[src/rtl/mem_access_unit_if.sv]
// Bundles the MEM-stage request, the result and the data-memory word port of mem_access_unit.
interface mem_access_unit_if;
    localparam int unsigned DATA_W = 32;

    // MEM-stage request
    logic              req_valid;
    logic              mem_read;
    logic              mem_write;
    logic [1:0]        size;
    logic              sign_ext;
    logic [DATA_W-1:0] address;
    logic [DATA_W-1:0] store_data;

    // data memory word port
    logic              dm_readEn;
    logic              dm_writeEn;
    logic [DATA_W-1:0] dm_address;
    logic [DATA_W-1:0] dm_WriteData;
    logic [DATA_W-1:0] dm_ReadData;

    // pipeline-facing results
    logic              stall;
    logic [DATA_W-1:0] load_data;
    logic              load_valid;
    logic              misalign_err;

    // Access unit side
    modport slave (
        input  req_valid, mem_read, mem_write, size, sign_ext, address, store_data,
        input  dm_ReadData,
        output dm_readEn, dm_writeEn, dm_address, dm_WriteData,
        output stall, load_data, load_valid, misalign_err
    );

    // Pipeline + data memory side
    modport master (
        output req_valid, mem_read, mem_write, size, sign_ext, address, store_data,
        output dm_ReadData,
        input  dm_readEn, dm_writeEn, dm_address, dm_WriteData,
        input  stall, load_data, load_valid, misalign_err
    );
endinterface

[src/rtl/mem_access_unit.sv]
// MEM-stage load/store unit: word-port data memory, big-endian lanes,
// sub-word stores via a one-stall read-modify-write, registered load results.
module mem_access_unit (
    input  logic            clk,
    input  logic            rst,
    mem_access_unit_if.slave bus
);
    localparam int unsigned DATA_W = 32;
    localparam int unsigned BYTE_W = 8;
    localparam int unsigned HALF_W = 16;

    typedef enum logic {IDLE, RMW_WRITE} state_t;

    state_t              state;
    logic [DATA_W-1:0]   merged_q;
    logic [DATA_W-1:0]   load_data_q;
    logic                load_valid_q;
    logic                misalign_q;

    logic                misaligned_c;
    logic                active_c;
    logic                is_store_c;
    logic                is_load_c;
    logic                sub_store_c;
    logic                word_store_c;
    logic [DATA_W-1:0]   merged_c;
    logic [DATA_W-1:0]   load_ext_c;
    logic [BYTE_W-1:0]   lane_byte_c;
    logic [HALF_W-1:0]   lane_half_c;

    // Request decode; only meaningful in IDLE, RMW_WRITE ignores the request inputs
    always_comb begin
        misaligned_c = 1'b0;
        case (bus.size)
            2'b00:   misaligned_c = 1'b0;
            2'b01:   misaligned_c = bus.address[0];
            2'b10:   misaligned_c = |bus.address[1:0];
            default: misaligned_c = 1'b1;
        endcase
        active_c     = (state == IDLE) && bus.req_valid && (bus.mem_read || bus.mem_write);
        is_store_c   = active_c && bus.mem_write && !misaligned_c;
        is_load_c    = active_c && bus.mem_read && !bus.mem_write && !misaligned_c;
        sub_store_c  = is_store_c && (bus.size != 2'b10);
        word_store_c = is_store_c && (bus.size == 2'b10);
    end

    // Merge the store lane(s) into the word read back from memory (lane 0 is the MSB byte)
    always_comb begin
        merged_c = bus.dm_ReadData;
        case (bus.size)
            2'b00: begin
                case (bus.address[1:0])
                    2'b00:   merged_c[31:24] = bus.store_data[7:0];
                    2'b01:   merged_c[23:16] = bus.store_data[7:0];
                    2'b10:   merged_c[15:8]  = bus.store_data[7:0];
                    default: merged_c[7:0]   = bus.store_data[7:0];
                endcase
            end
            2'b01: begin
                if (bus.address[1]) merged_c[15:0]  = bus.store_data[15:0];
                else                merged_c[31:16] = bus.store_data[15:0];
            end
            default: merged_c = bus.dm_ReadData;
        endcase
    end

    // Extract the addressed lane of the read word and extend it to a full word
    always_comb begin
        case (bus.address[1:0])
            2'b00:   lane_byte_c = bus.dm_ReadData[31:24];
            2'b01:   lane_byte_c = bus.dm_ReadData[23:16];
            2'b10:   lane_byte_c = bus.dm_ReadData[15:8];
            default: lane_byte_c = bus.dm_ReadData[7:0];
        endcase
        lane_half_c = bus.address[1] ? bus.dm_ReadData[15:0] : bus.dm_ReadData[31:16];
        case (bus.size)
            2'b00:   load_ext_c = bus.sign_ext
                                  ? {{(DATA_W-BYTE_W){lane_byte_c[BYTE_W-1]}}, lane_byte_c}
                                  : DATA_W'(lane_byte_c);
            2'b01:   load_ext_c = bus.sign_ext
                                  ? {{(DATA_W-HALF_W){lane_half_c[HALF_W-1]}}, lane_half_c}
                                  : DATA_W'(lane_half_c);
            default: load_ext_c = bus.dm_ReadData;
        endcase
    end

    // FSM and registered results; reset abandons any pending RMW write
    always_ff @(posedge clk) begin
        if (rst) begin
            state        <= IDLE;
            merged_q     <= '0;
            load_data_q  <= '0;
            load_valid_q <= 1'b0;
            misalign_q   <= 1'b0;
        end else begin
            load_valid_q <= is_load_c;
            misalign_q   <= active_c && misaligned_c;
            if (is_load_c) load_data_q <= load_ext_c;
            case (state)
                IDLE: begin
                    if (sub_store_c) begin
                        merged_q <= merged_c;
                        state    <= RMW_WRITE;
                    end
                end
                RMW_WRITE: state <= IDLE;
                default:   state <= IDLE;
            endcase
        end
    end

    // Memory strobes and stall are same-cycle; all gated off while in reset
    assign bus.dm_address   = {bus.address[31:2], 2'b00};
    assign bus.dm_readEn    = !rst && (is_load_c || sub_store_c);
    assign bus.dm_writeEn   = !rst && (word_store_c || (state == RMW_WRITE));
    assign bus.dm_WriteData = (state == RMW_WRITE) ? merged_q : bus.store_data;
    assign bus.stall        = !rst && sub_store_c;
    assign bus.load_data    = load_data_q;
    assign bus.load_valid   = load_valid_q;
    assign bus.misalign_err = misalign_q;

endmodule

[src/flat_wrapper.sv]
// flat-port wrapper written by rule: the top's interface ports become plain ports
module mem_access_unit_flat 
  (clk, rst, bus_req_valid, bus_mem_read, bus_mem_write, bus_size, bus_sign_ext, bus_address, bus_store_data, bus_dm_ReadData, bus_dm_readEn, bus_dm_writeEn, bus_dm_address, bus_dm_WriteData, bus_stall, bus_load_data, bus_load_valid, bus_misalign_err);
  mem_access_unit_if bus_i ();
  input  logic clk;
  input  logic rst;
  input wire logic [$bits(bus_i.req_valid)-1:0] bus_req_valid;
  input wire logic [$bits(bus_i.mem_read)-1:0] bus_mem_read;
  input wire logic [$bits(bus_i.mem_write)-1:0] bus_mem_write;
  input wire logic [$bits(bus_i.size)-1:0] bus_size;
  input wire logic [$bits(bus_i.sign_ext)-1:0] bus_sign_ext;
  input wire logic [$bits(bus_i.address)-1:0] bus_address;
  input wire logic [$bits(bus_i.store_data)-1:0] bus_store_data;
  input wire logic [$bits(bus_i.dm_ReadData)-1:0] bus_dm_ReadData;
  output wire logic [$bits(bus_i.dm_readEn)-1:0] bus_dm_readEn;
  output wire logic [$bits(bus_i.dm_writeEn)-1:0] bus_dm_writeEn;
  output wire logic [$bits(bus_i.dm_address)-1:0] bus_dm_address;
  output wire logic [$bits(bus_i.dm_WriteData)-1:0] bus_dm_WriteData;
  output wire logic [$bits(bus_i.stall)-1:0] bus_stall;
  output wire logic [$bits(bus_i.load_data)-1:0] bus_load_data;
  output wire logic [$bits(bus_i.load_valid)-1:0] bus_load_valid;
  output wire logic [$bits(bus_i.misalign_err)-1:0] bus_misalign_err;
  assign bus_i.req_valid = bus_req_valid;
  assign bus_i.mem_read = bus_mem_read;
  assign bus_i.mem_write = bus_mem_write;
  assign bus_i.size = bus_size;
  assign bus_i.sign_ext = bus_sign_ext;
  assign bus_i.address = bus_address;
  assign bus_i.store_data = bus_store_data;
  assign bus_i.dm_ReadData = bus_dm_ReadData;
  assign bus_dm_readEn = bus_i.dm_readEn;
  assign bus_dm_writeEn = bus_i.dm_writeEn;
  assign bus_dm_address = bus_i.dm_address;
  assign bus_dm_WriteData = bus_i.dm_WriteData;
  assign bus_stall = bus_i.stall;
  assign bus_load_data = bus_i.load_data;
  assign bus_load_valid = bus_i.load_valid;
  assign bus_misalign_err = bus_i.misalign_err;
  mem_access_unit u_core (.clk(clk), .rst(rst), .bus(bus_i));
endmodule
[config.mk]
export PLATFORM = sky130hd
export DESIGN_NAME = mem_access_unit_flat
export DESIGN_NICKNAME = d
export VERILOG_FILES = /design/src/rtl/mem_access_unit_if.sv /design/src/rtl/mem_access_unit.sv /design/src/flat_wrapper.sv
export SDC_FILE = /design/constraint.sdc
export NUM_CORES = 1
export LEC_CHECK = 0
export CORE_MARGIN = 1.5
export CORE_UTILIZATION = 45
export CTS_CLUSTER_SIZE = 24
export DETAILED_ROUTE_END_ITERATION = 10
export DONT_BUFFER_PORTS = 1
export SLEW_MARGIN = 25
export SYNTH_ARGS = -nofsm -noshare
export SYNTH_HDL_FRONTEND = slang
export SYNTH_SLANG_ARGS = --single-unit
[constraint.sdc]
create_clock -name clk -period 2.25 [get_ports clk]
set_clock_uncertainty 0.05 [all_clocks]
set_input_delay 0.225 -clock clk [delete_from_list [all_inputs] [get_ports clk]]
set_output_delay 0.225 -clock clk [all_outputs]
set_load 0.005 [all_outputs]
==> reports/summary.txt <==
# DRC: 0
synth cell count leaders: 67 x dfxtp_1, 63 x nor2_1, 53 x a211oi_1
number of port buffers: 0
via count: 3450
top cell type's share of synthesized area: 32.3%
PwrDens: 673 nW/µm²
clock root cell: clkbuf_8
Vias/cell: 6.27
Post-Synth XOR/XNOR Area: 0%
synth top area cells: dfxtp_1 32%, a211oi_1 9.6%, mux2_2 8.7%
critical path type: flip-flop to flip-flop
min-delay src: bus_size[1]
Worst-Skew Late Latency: 340 ps
Crit. End Element: flip-flop
post-route setup TNS: 0 ps
crit path max fanout: 16
RSZ-0062 raised after global routing: false
Cells after Synth: 457
gr ovfl total: 0
register area share after synthesis: 32.3%
ratio of final minimum period to clock period: 95.6%
asr flop ratio synth: 0%
final-layout fill cell count: 865
H-tree depth: 3
reg2reg path depth: 6
IO Pins: 205
cell area after synthesis: 4150 µm²
R2R Path End: u_core.bus.load_data[28]$_SDFFE_PP0P_
Pleak: 1.52 nW
DRT iter0 DRCs: 159
EDFF count, synth: 0
maxcap violations: 0
max_slew headroom: 50.3%
Net Sw Frac: 23.9%
Final Hold Fails: 0
post-synthesis compound-gate area fraction: 26.3%
simple-gate share of the synthesized area: 15.9%
hold path depth: 2
initial core utilization: 46.9%
row count: 34
clock buffer depth: 2
CTS tree: done
status: finished, final reports clean
n_diodes: 0
f_max: 0.465 GHz
power share of the sequential group: 41.5%
Yosys top cell by area: dfxtp_1
mux contribution to synthesized area: 14.7%
hold crit path type: input pin to flip-flop
largest net degree at the start of global routing: 51
Placer Congestion: 0.853
global-route usage over all layers: 25.2%
Yosys cell types: 44
Clock power frac: 45.1%
vias in the first global route: 3395
Routed WL: 12300 µm
Sink Count: 67
DIE AREA: 9810 µm²
Num CTS Buffers: 9
Final Max Slew Viols: 0
peak supply drop: 0.000387 V
setup violators final: 0
largest family of logic cells by synthesized area: compound AO/OA/AOI/OAI gates
#FFs+latches synth: 67
first-pass GRT wire length: 19100 µm
Worst EP required: 2440 ps
switching pwr: 724 µW
Die H: 99.1 µm
fraction of layout cells with a size suffix above 1: 19.9%
Startpoint Class: flip-flop
most frequent cell after synthesis: dfxtp_1
Avg WL per Cell: 22.4 µm
dpl ws: 601 ps
yosys warns: 0
reg-to-reg slack, setup: 100 ps
Slew @ Worst Pin: 743 ps
Post-Synth Adder-Cell Area: 0%
hpwl dp: 8630 µm
Syn Area/Cell: 9.09 µm²
prevailing post-synth register cell: dfxtp_1
fin worst setup slack: 99.7 ps
Area Growth Syn to Fin: 8.59%
power share of the combinational group: 13.3%
Worst R2R Start: u_core.state$_SDFF_PP0_
CTS clk-pin slew, worst paths: 70 ps
nets@finish: 541
Core ar.: 8850 µm²
Critical Path AT: 2340 ps
1st-pass router iterations: 4
Tmin final: 2150 ps
antenna violations before repair: 0
chip width: 99.1 µm
hold endpoint: u_core.bus.load_data[29]$_SDFFE_PP0P_
internal power: 2.31 mW
antenna viol nets, final: 0
==> registers in the layout, summed over array words and instances, names as in the netlist <==
name / flops
u_core.bus.load_data: 32
u_core.merged_q: 32
u_core.bus.load_valid: 1
u_core.bus.misalign_err: 1
u_core.state: 1
==> worst max-delay path: stages (launching register included) <==
cell,delay (ps)
dfxtp_1,330
and4bb_2,340
o21ai_1,160
o31ai_4,280
buf_6,220
a211oi_2,80
dlygate4sd3_1,550
==> repair_timing <==
item	in CTS	in global routing
endpoints found under the hold margin	50	0
endpoints found under the setup margin	0	1
hold buffers	28	0
gates resized for setup	0	1
setup buffers	0	0
==> layout make-up <==
cell class	count	area, µm²	area share (%)
Multi-Input combinational cell	317	2370	52.6
Sequential cell	67	1340	29.7
Timing Repair Buffer	37	369	8.19
Clock buffer	10	138	3.05
Clock inverter	6	136	3.02
Tap cell	108	135	3.00
Inverter	5	18.8	0.416
==> per-layer routing <==
metal,track usage [%],vias up,part of all wire (%)
met5,0,-,0
met1,30.3,1647,40
met4,7.80,0,2.1
met3,10.6,23,11
met2,41.1,167,47
li1,-,1613,-
==> kinds of logic (layout without fill, tap and decap cells) <==
group | Yosys count | after routing
AOI/OAI and AO/OA | 126 | 126
buffers and inverters | 74 | 58
DFF | 67 | 67
muxes | 57 | 57
other | 1 | 2
and+or+nand+nor | 132 | 132
==> stage by stage <==
stage | total power [mW] | hold slack [ps] | cell area, µm² | utilization, % | std cells
after detailed placement | 1.63 | 253 | 3930 | 44.5 | 506
after CTS | 3.06 | 2.78 | 4510 | 50.9 | 550
after global routing | 3.16 | 13.1 | 4510 | 51.0 | 550
after floorplan | 1.65 | 315 | 4160 | - | 458
final | 3.03 | 13.3 | 4510 | 51.0 | 550
after global placement | 1.62 | 256 | 3930 | 44.5 | 506
==> power groups by stage <==
stage / Clock, mW / Combinational, mW / Sequential [mW]
after global placement: 0 / 0.333 / 1.29
after CTS: 1.39 / 0.405 / 1.26
after global routing: 1.45 / 0.446 / 1.27
after detailed placement: 0 / 0.339 / 1.29
final: 1.37 / 0.405 / 1.26
after floorplan: 0 / 0.376 / 1.28
==> how the worst max path moves through the flow <==
stage	start	end	slack [ps]
5_1_grt	u_core.state$_SDFF_PP0_	u_core.bus.load_data[28]$_SDFFE_PP0P_	50
3_5_place_dp	u_core.state$_SDFF_PP0_	u_core.bus.load_data[20]$_SDFFE_PP0P_	600
6_report	u_core.state$_SDFF_PP0_	u_core.bus.load_data[28]$_SDFFE_PP0P_	100
2_1_floorplan	u_core.state$_SDFF_PP0_	u_core.bus.load_data[22]$_SDFFE_PP0P_	570
3_3_place_gp	u_core.state$_SDFF_PP0_	bus_dm_readEn	650
4_1_cts	u_core.state$_SDFF_PP0_	u_core.bus.load_data[28]$_SDFFE_PP0P_	50
==> cell usage in the layout, fill, tap and decap left out, types with 8 or more instances in the layout <==
cell type / synthesis / layout
a211oi_2: 10 / 10
nand2_1: 19 / 19
dlygate4sd3_1: 0 / 27
mux2i_1: 25 / 25
nor2b_1: 18 / 18
nand2b_1: 18 / 18
o32ai_2: 8 / 8
o22ai_1: 16 / 16
nor2_1: 63 / 63
o32ai_1: 8 / 8
clkbuf_8: 0 / 10
a221oi_1: 8 / 8
a211oi_1: 53 / 53
dfxtp_1: 67 / 67
buf_4: 36 / 8
mux2_2: 32 / 32
Note: power is estimated with default switching activity, not from simulation.
